`src/rtl/alu_pkg.sv`:
```
// Shared definitions for the sliced add/sub engine: op encoding, FSM state
// encoding and the default slice width.
package alu_pkg;

    localparam logic ALU_ADD = 1'b0;
    localparam logic ALU_SUB = 1'b1;

    localparam logic [1:0] S_IDLE = 2'd0;
    localparam logic [1:0] S_RUN  = 2'd1;
    localparam logic [1:0] S_DONE = 2'd2;

    localparam int ALU_SLICE_W_DEFAULT = 4;

endpackage

```
`src/rtl/alu_slice.sv`:
```
// Combinational SLICE_W-bit adder; inverts y when sub is set so the caller
// only has to supply the right carry/borrow-in.
module alu_slice
    import alu_pkg::*;
#(
    parameter int SLICE_W = ALU_SLICE_W_DEFAULT
) (
    input  logic [SLICE_W-1:0] x,
    input  logic [SLICE_W-1:0] y,
    input  logic               c_in,
    input  logic               sub,
    output logic [SLICE_W-1:0] s,
    output logic               c_out
);

    logic [SLICE_W-1:0] y_eff;
    logic [SLICE_W:0]   sum;

    assign y_eff = (sub == ALU_SUB) ? ~y : y;
    assign sum   = {1'b0, x} + {1'b0, y_eff} + {{SLICE_W{1'b0}}, c_in};
    assign s     = sum[SLICE_W-1:0];
    assign c_out = sum[SLICE_W];

endmodule

```
`src/rtl/alu_chain_sequencer.sv`:
```
// Wide add/sub built from one narrow slice, one slice per cycle, LSB first.
// Define ALU_OVF_EN to add the signed-overflow output ovf.
module alu_chain_sequencer
    import alu_pkg::*;
#(
    parameter int SLICE_W = ALU_SLICE_W_DEFAULT,
    parameter int WORDS   = 2
) (
    input  logic                       clk,
    input  logic                       rst_n,
    input  logic                       in_valid,
    output logic                       in_ready,
    input  logic                       op,
    input  logic [SLICE_W*WORDS-1:0]   a,
    input  logic [SLICE_W*WORDS-1:0]   b,
    input  logic                       cin,
    output logic                       out_valid,
    input  logic                       out_ready,
    output logic [SLICE_W*WORDS-1:0]   result,
    output logic                       cout,
`ifdef ALU_OVF_EN
    output logic                       ovf,
`endif
    output logic                       zero
);

    localparam int IDX_W = (WORDS > 1) ? $clog2(WORDS) : 1;
    localparam logic [IDX_W-1:0] LAST_IDX = IDX_W'(WORDS - 1);

    logic [1:0]                     state;
    logic                           armed;
    logic [IDX_W-1:0]               idx;
    logic [WORDS-1:0][SLICE_W-1:0]  a_q;
    logic [WORDS-1:0][SLICE_W-1:0]  b_q;
    logic [WORDS-1:0][SLICE_W-1:0]  res_q;
    logic                           op_q;
    logic                           carry;
    logic                           nz_seen;
    logic                           cout_q;
    logic                           zero_q;
    logic [SLICE_W-1:0]             s;
    logic                           c_out;
    logic                           accept;

    alu_slice #(.SLICE_W(SLICE_W)) u_slice (
        .x     (a_q[idx]),
        .y     (b_q[idx]),
        .c_in  (carry),
        .sub   (op_q),
        .s     (s),
        .c_out (c_out)
    );

    // armed keeps in_ready low until the first edge after reset release
    assign in_ready  = armed && (state == S_IDLE);
    assign out_valid = (state == S_DONE);
    assign accept    = in_valid && in_ready;
    assign result    = res_q;
    assign cout      = cout_q;
    assign zero      = zero_q;

`ifdef ALU_OVF_EN
    logic ovf_q;
    logic msb_x;
    logic msb_y;

    // Same-sign operands giving a different-sign result is equivalent to
    // carry-into-MSB XOR carry-out-of-MSB.
    assign msb_x = a_q[idx][SLICE_W-1];
    assign msb_y = b_q[idx][SLICE_W-1] ^ op_q;
    assign ovf   = ovf_q;

    always_ff @(posedge clk or negedge rst_n) begin
        if (!rst_n) begin
            ovf_q <= 1'b0;
        end else if (accept) begin
            ovf_q <= 1'b0;
        end else if (state == S_RUN && idx == LAST_IDX) begin
            ovf_q <= (msb_x == msb_y) && (s[SLICE_W-1] != msb_x);
        end
    end
`endif

    always_ff @(posedge clk or negedge rst_n) begin
        if (!rst_n) begin
            state   <= S_IDLE;
            armed   <= 1'b0;
            idx     <= '0;
            a_q     <= '0;
            b_q     <= '0;
            res_q   <= '0;
            op_q    <= ALU_ADD;
            carry   <= 1'b0;
            nz_seen <= 1'b0;
            cout_q  <= 1'b0;
            zero_q  <= 1'b0;
        end else begin
            armed <= 1'b1;
            case (state)
                S_IDLE: begin
                    if (accept) begin
                        a_q     <= a;
                        b_q     <= b;
                        op_q    <= op;
                        carry   <= (op == ALU_SUB) ? ~cin : cin;
                        res_q   <= '0;
                        nz_seen <= 1'b0;
                        cout_q  <= 1'b0;
                        zero_q  <= 1'b0;
                        idx     <= '0;
                        state   <= S_RUN;
                    end
                end
                S_RUN: begin
                    res_q[idx] <= s;
                    carry      <= c_out;
                    nz_seen    <= nz_seen | (|s);
                    if (idx == LAST_IDX) begin
                        cout_q <= c_out;
                        zero_q <= ~(nz_seen | (|s));
                        idx    <= '0;
                        state  <= S_DONE;
                    end else begin
                        idx <= idx + 1'b1;
                    end
                end
                S_DONE: begin
                    if (out_ready) begin
                        state <= S_IDLE;
                    end
                end
                default: state <= S_IDLE;
            endcase
        end
    end

endmodule

```
`config.mk`:
```
export PLATFORM = sky130hd
export DESIGN_NAME = alu_chain_sequencer
export DESIGN_NICKNAME = d
export VERILOG_FILES = /design/src/rtl/alu_pkg.sv /design/src/rtl/alu_slice.sv /design/src/rtl/alu_chain_sequencer.sv
export SDC_FILE = /design/constraint.sdc
export NUM_CORES = 1
export LEC_CHECK = 0
export ABC_AREA = 1
export CAP_MARGIN = 20
export CORE_MARGIN = 2
export CORE_UTILIZATION = 40
export CTS_CLUSTER_DIAMETER = 150
export DETAILED_ROUTE_END_ITERATION = 16
export MAX_ROUTING_LAYER = met4
export SYNTH_ARGS = -nofsm -noshare
export SYNTH_HDL_FRONTEND = slang
export SYNTH_SLANG_ARGS = --single-unit
```
`constraint.sdc`:
```
create_clock -name clk -period 3.6 [get_ports clk]
set_input_delay 1.08 -clock clk [delete_from_list [all_inputs] [get_ports clk]]
set_output_delay 1.08 -clock clk [all_outputs]
set_load 0.05 [all_outputs]
```
## After elaboration in Yosys (flattened, before gate mapping)

Cells that the tools add are included.

| cells by class | value |
|---|---|
| add/sub/neg operators | 3 |
| $lt $le $gt $ge | 2 |
| eq/ne operators | 5 |
| muxes and demuxes | 25 |
| bitwise gates (word level) | 4 |
| reduce and logical (&&, ||, !) cells | 10 |

Operators by type and width:

| cell | count |
|---|---|
| 4-bit 2-to-1 mux | 6 |
| 8-bit case mux with 2 select lines | 1 |
| 1-bit case mux with 2 select lines | 5 |
| 8-bit bitwise mux | 1 |
| 8-bit 2-to-1 mux | 1 |
| 1-bit 2-to-1 mux | 6 |
| 2-bit 2-to-1 mux | 3 |
| 2-bit case mux with 3 select lines | 1 |
| 3-bit AND reduction | 2 |
| 4-bit by 4-bit adder with 5-bit output | 1 |
| 5-bit by 1-bit adder with 5-bit output | 1 |
| 4-bit demux with 1-bit select | 1 |
| 2-bit inequality test (second input constant) | 2 |
| 4-bit NOT | 1 |
| 2-bit AND reduction | 2 |
| 4-bit OR reduction | 1 |
| 1-bit logical AND | 3 |
| 2-bit by 1-bit == test with 1-bit output (second input constant) | 1 |
| 2-bit == test (second input constant) | 1 |
| 2-bit zero test | 1 |
| 1-bit by 2-bit < comparator with 1-bit output (second input constant) | 1 |
| 2-bit by 1-bit inequality test with 1-bit output (second input constant) | 1 |
| 1-bit NOT | 2 |
| 2-bit nonzero test | 1 |
| other kinds (3) | 3 |

| storage, ports and cells | value |
|---|---|
| register bits | 33 |
| word-level logic and storage cells | 63 |

## Depth between registers and ports, before layout

| depth | value |
|---|---|
| depth after elaboration | 11 |
| gate-level depth with buffers | 15 |
| depth with buffers taken out | 15 |

## Hierarchy

Synthesis repeated with hierarchy kept, for this count alone.

| unflattened totals | value |
|---|---|
| cells, all modules | 203 |
| area, all modules | 1,641.6 µm² |

By module, submodules not included:

| module | times used | cells each | area each (µm²) |
|---|---|---|---|
| alu_chain_sequencer | 1 | 175 | 1,442.6 |
| alu_slice | 1 | 28 | 198.9 |

## Worst setup path before layout

No wires, ideal clock.

| path | value |
|---|---|
| kind | register to output |
| start point | register state[1] |
| end point | output port out_valid |
| arrival time | 1,172 ps |
| data required time | 2,520 ps |
| path slack | 1,348 ps |
| stages on the path, launching flop included | 3 |
| cells stage by stage | dfrtp_1 -> inv_2 -> nor2_1 |

| on the way | value |
|---|---|
| word-level cells in the longest chain between the ends | 1 |

Ends and longest elaborated chain:

| element | line | RTL |
|---|---|---|
| start: declaration | alu_chain_sequencer.sv:30 | `logic [1:0] state;` |
| start signal: assignment | alu_chain_sequencer.sv:86 | `state <= S_IDLE;` |
| start signal: assignment | alu_chain_sequencer.sv:111 | `state <= S_RUN;` |
| start signal: assignment | alu_chain_sequencer.sv:122 | `state <= S_DONE;` |
| 2-bit == test | alu_chain_sequencer.sv:56 | `assign out_valid = (state == S_DONE);` |
| end: declaration | alu_chain_sequencer.sv:17 | `output logic out_valid,` |

No other way between the ends.

## Worst setup path after layout

| path | value |
|---|---|
| start point | register state[1] |
| end point | output port in_ready |

| on the way | value |
|---|---|
| word-level cells in the longest chain between the ends | 2 |

Ends and longest elaborated chain:

| element | line | RTL |
|---|---|---|
| 2-bit zero test | alu_chain_sequencer.sv:55 | `assign in_ready = armed && (state == S_IDLE);` |
| 1-bit logical AND | alu_chain_sequencer.sv:55 |  |
| end: declaration | alu_chain_sequencer.sv:12 | `output logic in_ready,` |

No other way between the ends.

==> flow_summary.toml <==
[status]
status = "completed"

[detailed_routing]
wl_mm = 3.34
remaining_drc_errors = 0
drtIter0Drc = 59
via_per_inst = 4.69
vias = 1345
dr.pass1.iters = 5
drt-wirelength-per-cell_um = 11.6
ant_nets = 0

[setup_path]
critPathMaxStageDelay_ns = 0.85
crit_fanout = 3
cp.arrival_ns = 1.86
crit_type = "reg2out"
required_ns = 2.52
cp-start-kind = "register"
slowest_stage = "clkdlybuf4s50_1"
end_kind = "primary output"
critPathBufInv = 1
crit_path_cell_trace = "nor3b_4 -> clkdlybuf4s50_1"
crit_family = "buffers and inverters"

[floorplan]
io_pins = 34
chipWidth_um = 69.2
die_height_um = 69.2
die_area_um2 = 4790
num_rows = 23
fp.coreArea_um2 = 4060
start_util_pct = 41.9

[global_route]
antenna_found_initial = 0
grtUsageTotal_pct = 16.3
grt-ovfl-total = 0
use_met3_pct = 3.92
grt_pass1_wl_mm = 6.15
grt_busiest_layer = "met2"
grtUsageMet1_pct = 22.5
first_global_vias = 1362
grt_start_max_net_pins = 34
use_met2_pct = 23.9

[finish]
layout-drive-gt1-share_pct = 10.5
area_growth_syn_to_layout_pct = 26.5
diodes = 0
fillers = 409
regArea_um2 = 826
fin_cells = 287
postLayoutCellArea_um2 = 2150
finalCoreUtilization_pct = 53.0
final_net_count = 264
multiInputGateArea_um2 = 756

[cts]
cts_buffers = 5
clk_path_buf_depth = 2
cts_tree = "yes"
h-tree-depth = 2
cts_root_buf = "clkbuf_8"
cts.clk_slew.worst_paths_ns = 0.07
post_cts_buffers = 0
clkLatencyLatePin_ns = 0.28
ctsHoldBuffers = 0
cts_resized = 0
clock-sinks = 33

[sta]
hold_viol_final = 0
fin_crit_sh_pct = 81.6
max_freq_mhz = 341
worst-slew-pin-transition_ns = 0.505
drv_slew = 0
setup_tns_ns = 0
worst_slack_ns = 0.664
finalSetupViolCount = 0
fin_hold_ws_ns = 0.480
finalClockSkew_ns = 0.00500
period_needed_ns = 2.94
slew_headroom_pct = 66.2
rsz0062_at_grt = "no"

[run]
cap_violations = 0

[worst_hold_path]
hold_class = "reg2reg"

[power_and_ir_drop]
leakage_nw = 1.08
finalPower_mw = 2.30
powerDensity_nw_per_um2 = 1070
ir_drop_uv = 416

[synthesis]
synth_fp_nets = 228
synth_area_um2 = 1700
syn_avg_cell_area_um2 = 8.45
synth_top_area_cell = "dfrtp_1"
synth_cell_types = 29
synth_cells = 201
ys.warnings.count = 0
netlist.area_leader.share_pct = 48.6
ys_seq_elements = 33
synth.area.top_cells = "dfrtp_1 (49%), nand2_1 (17%), nand3_1 (6.8%)"
ys_seq_area_share_pct = 48.6
synth-edff-count = 0
synthFlopType = "dfrtp_1"
synthArstFlopShare_pct = 100

[placed_design]
hpwl_mm = 2.41
placement.setup.worst_slack_ns = 0.971
placed_cell_area_um2 = 2060
io_buffers = 33
place_congestion = 0.771
dpl.cell_count = 280
[flip-flops by register name, indices dropped and copies added, names as in the netlist]
| name | flops |
|---|---|
| cout | 1 |
| b_q | 8 |
| a_q | 8 |
| nz_seen | 1 |
| armed | 1 |
| idx | 1 |
| carry | 1 |
| result | 8 |
| state | 2 |
| op_q | 1 |
| zero | 1 |
[Yosys cell counts, types with 2 or more instances]
master,instances
nor2_4,2
nand2_4,3
dfrtp_1,33
nand2_1,79
xor2_1,4
o21ai_1,8
inv_1,11
nor2_1,5
fa_1,2
nand3_1,23
inv_2,5
clkbuf_1,2
o21ai_0,3
ha_1,3
a21oi_1,4
[cell usage in the layout, fill, tap and decap left out, drive strengths merged]
master	count
a21oi	4
buf	3
clkbuf	7
clkdlybuf4s50	33
conb	1
dfrtp	33
fa	2
ha	3
inv	17
nand2	83
nand3	23
nand4	1
nor2	7
nor3b	1
o21ai	12
o31ai	1
or2	1
xnor2	1
xor2	4
[report_power, final]
part           switching [mW]  internal (mW)  total (mW)
clock network           0.129          0.152       0.280
logic                   0.873          0.499        1.37
registers               0.116          0.536       0.652
[path summary, 6_finish.rpt]
path | start | end | slack [ns] | cells after the start
max in group asynchronous | rst_n | a_q[1] | 2.09 | 2
worst min register to register | a_q[4] | a_q[4] | 0.48 | 2
worst min-delay path | a_q[4] | a_q[4] | 0.48 | 2
worst max register to register | idx | zero | 1.10 | 13
worst max-delay path | state[1] | in_ready | 0.66 | 2
min in group asynchronous | rst_n | zero | 1.21 | 2
[kinds of logic after synthesis]
family / count (synthesis) / share of synthesized area [%]
other: 1 / 0.221
flip-flops: 33 / 48.6
AND/OR/NAND/NOR: 116 / 31.7
AO/OA/AOI/OAI: 17 / 5.38
adder cells (fa/ha/maj): 5 / 4.57
buffers and inverters: 24 / 6.92
XOR/XNOR: 5 / 2.58
[layout make-up]
class                           instances  share of cell area [%]
Sequential cell                        33                    38.4
Inverter                               17                    3.08
Tap cell                               50                    2.91
Clock buffer                            7                    4.02
Multi-Input combinational cell        144                    35.2
Timing Repair Buffer                   36                    16.4
[layer usage]
metal | routed length [um] | part of all wire, % | up-vias
met5 | 0 | 0 | -
met4 | 54 | 1.6 | 0
met3 | 142 | 4.2 | 6
met2 | 1480 | 44 | 33
met1 | 1670 | 50 | 602
li1 | - | - | 704
[worst min-delay path, stage by stage, from the launching register on]
cell and delay [ns]:
dfrtp_1 0.34, nand2_1 0.06, nand2_1 0.05
(Power assumes the default switching activity.)
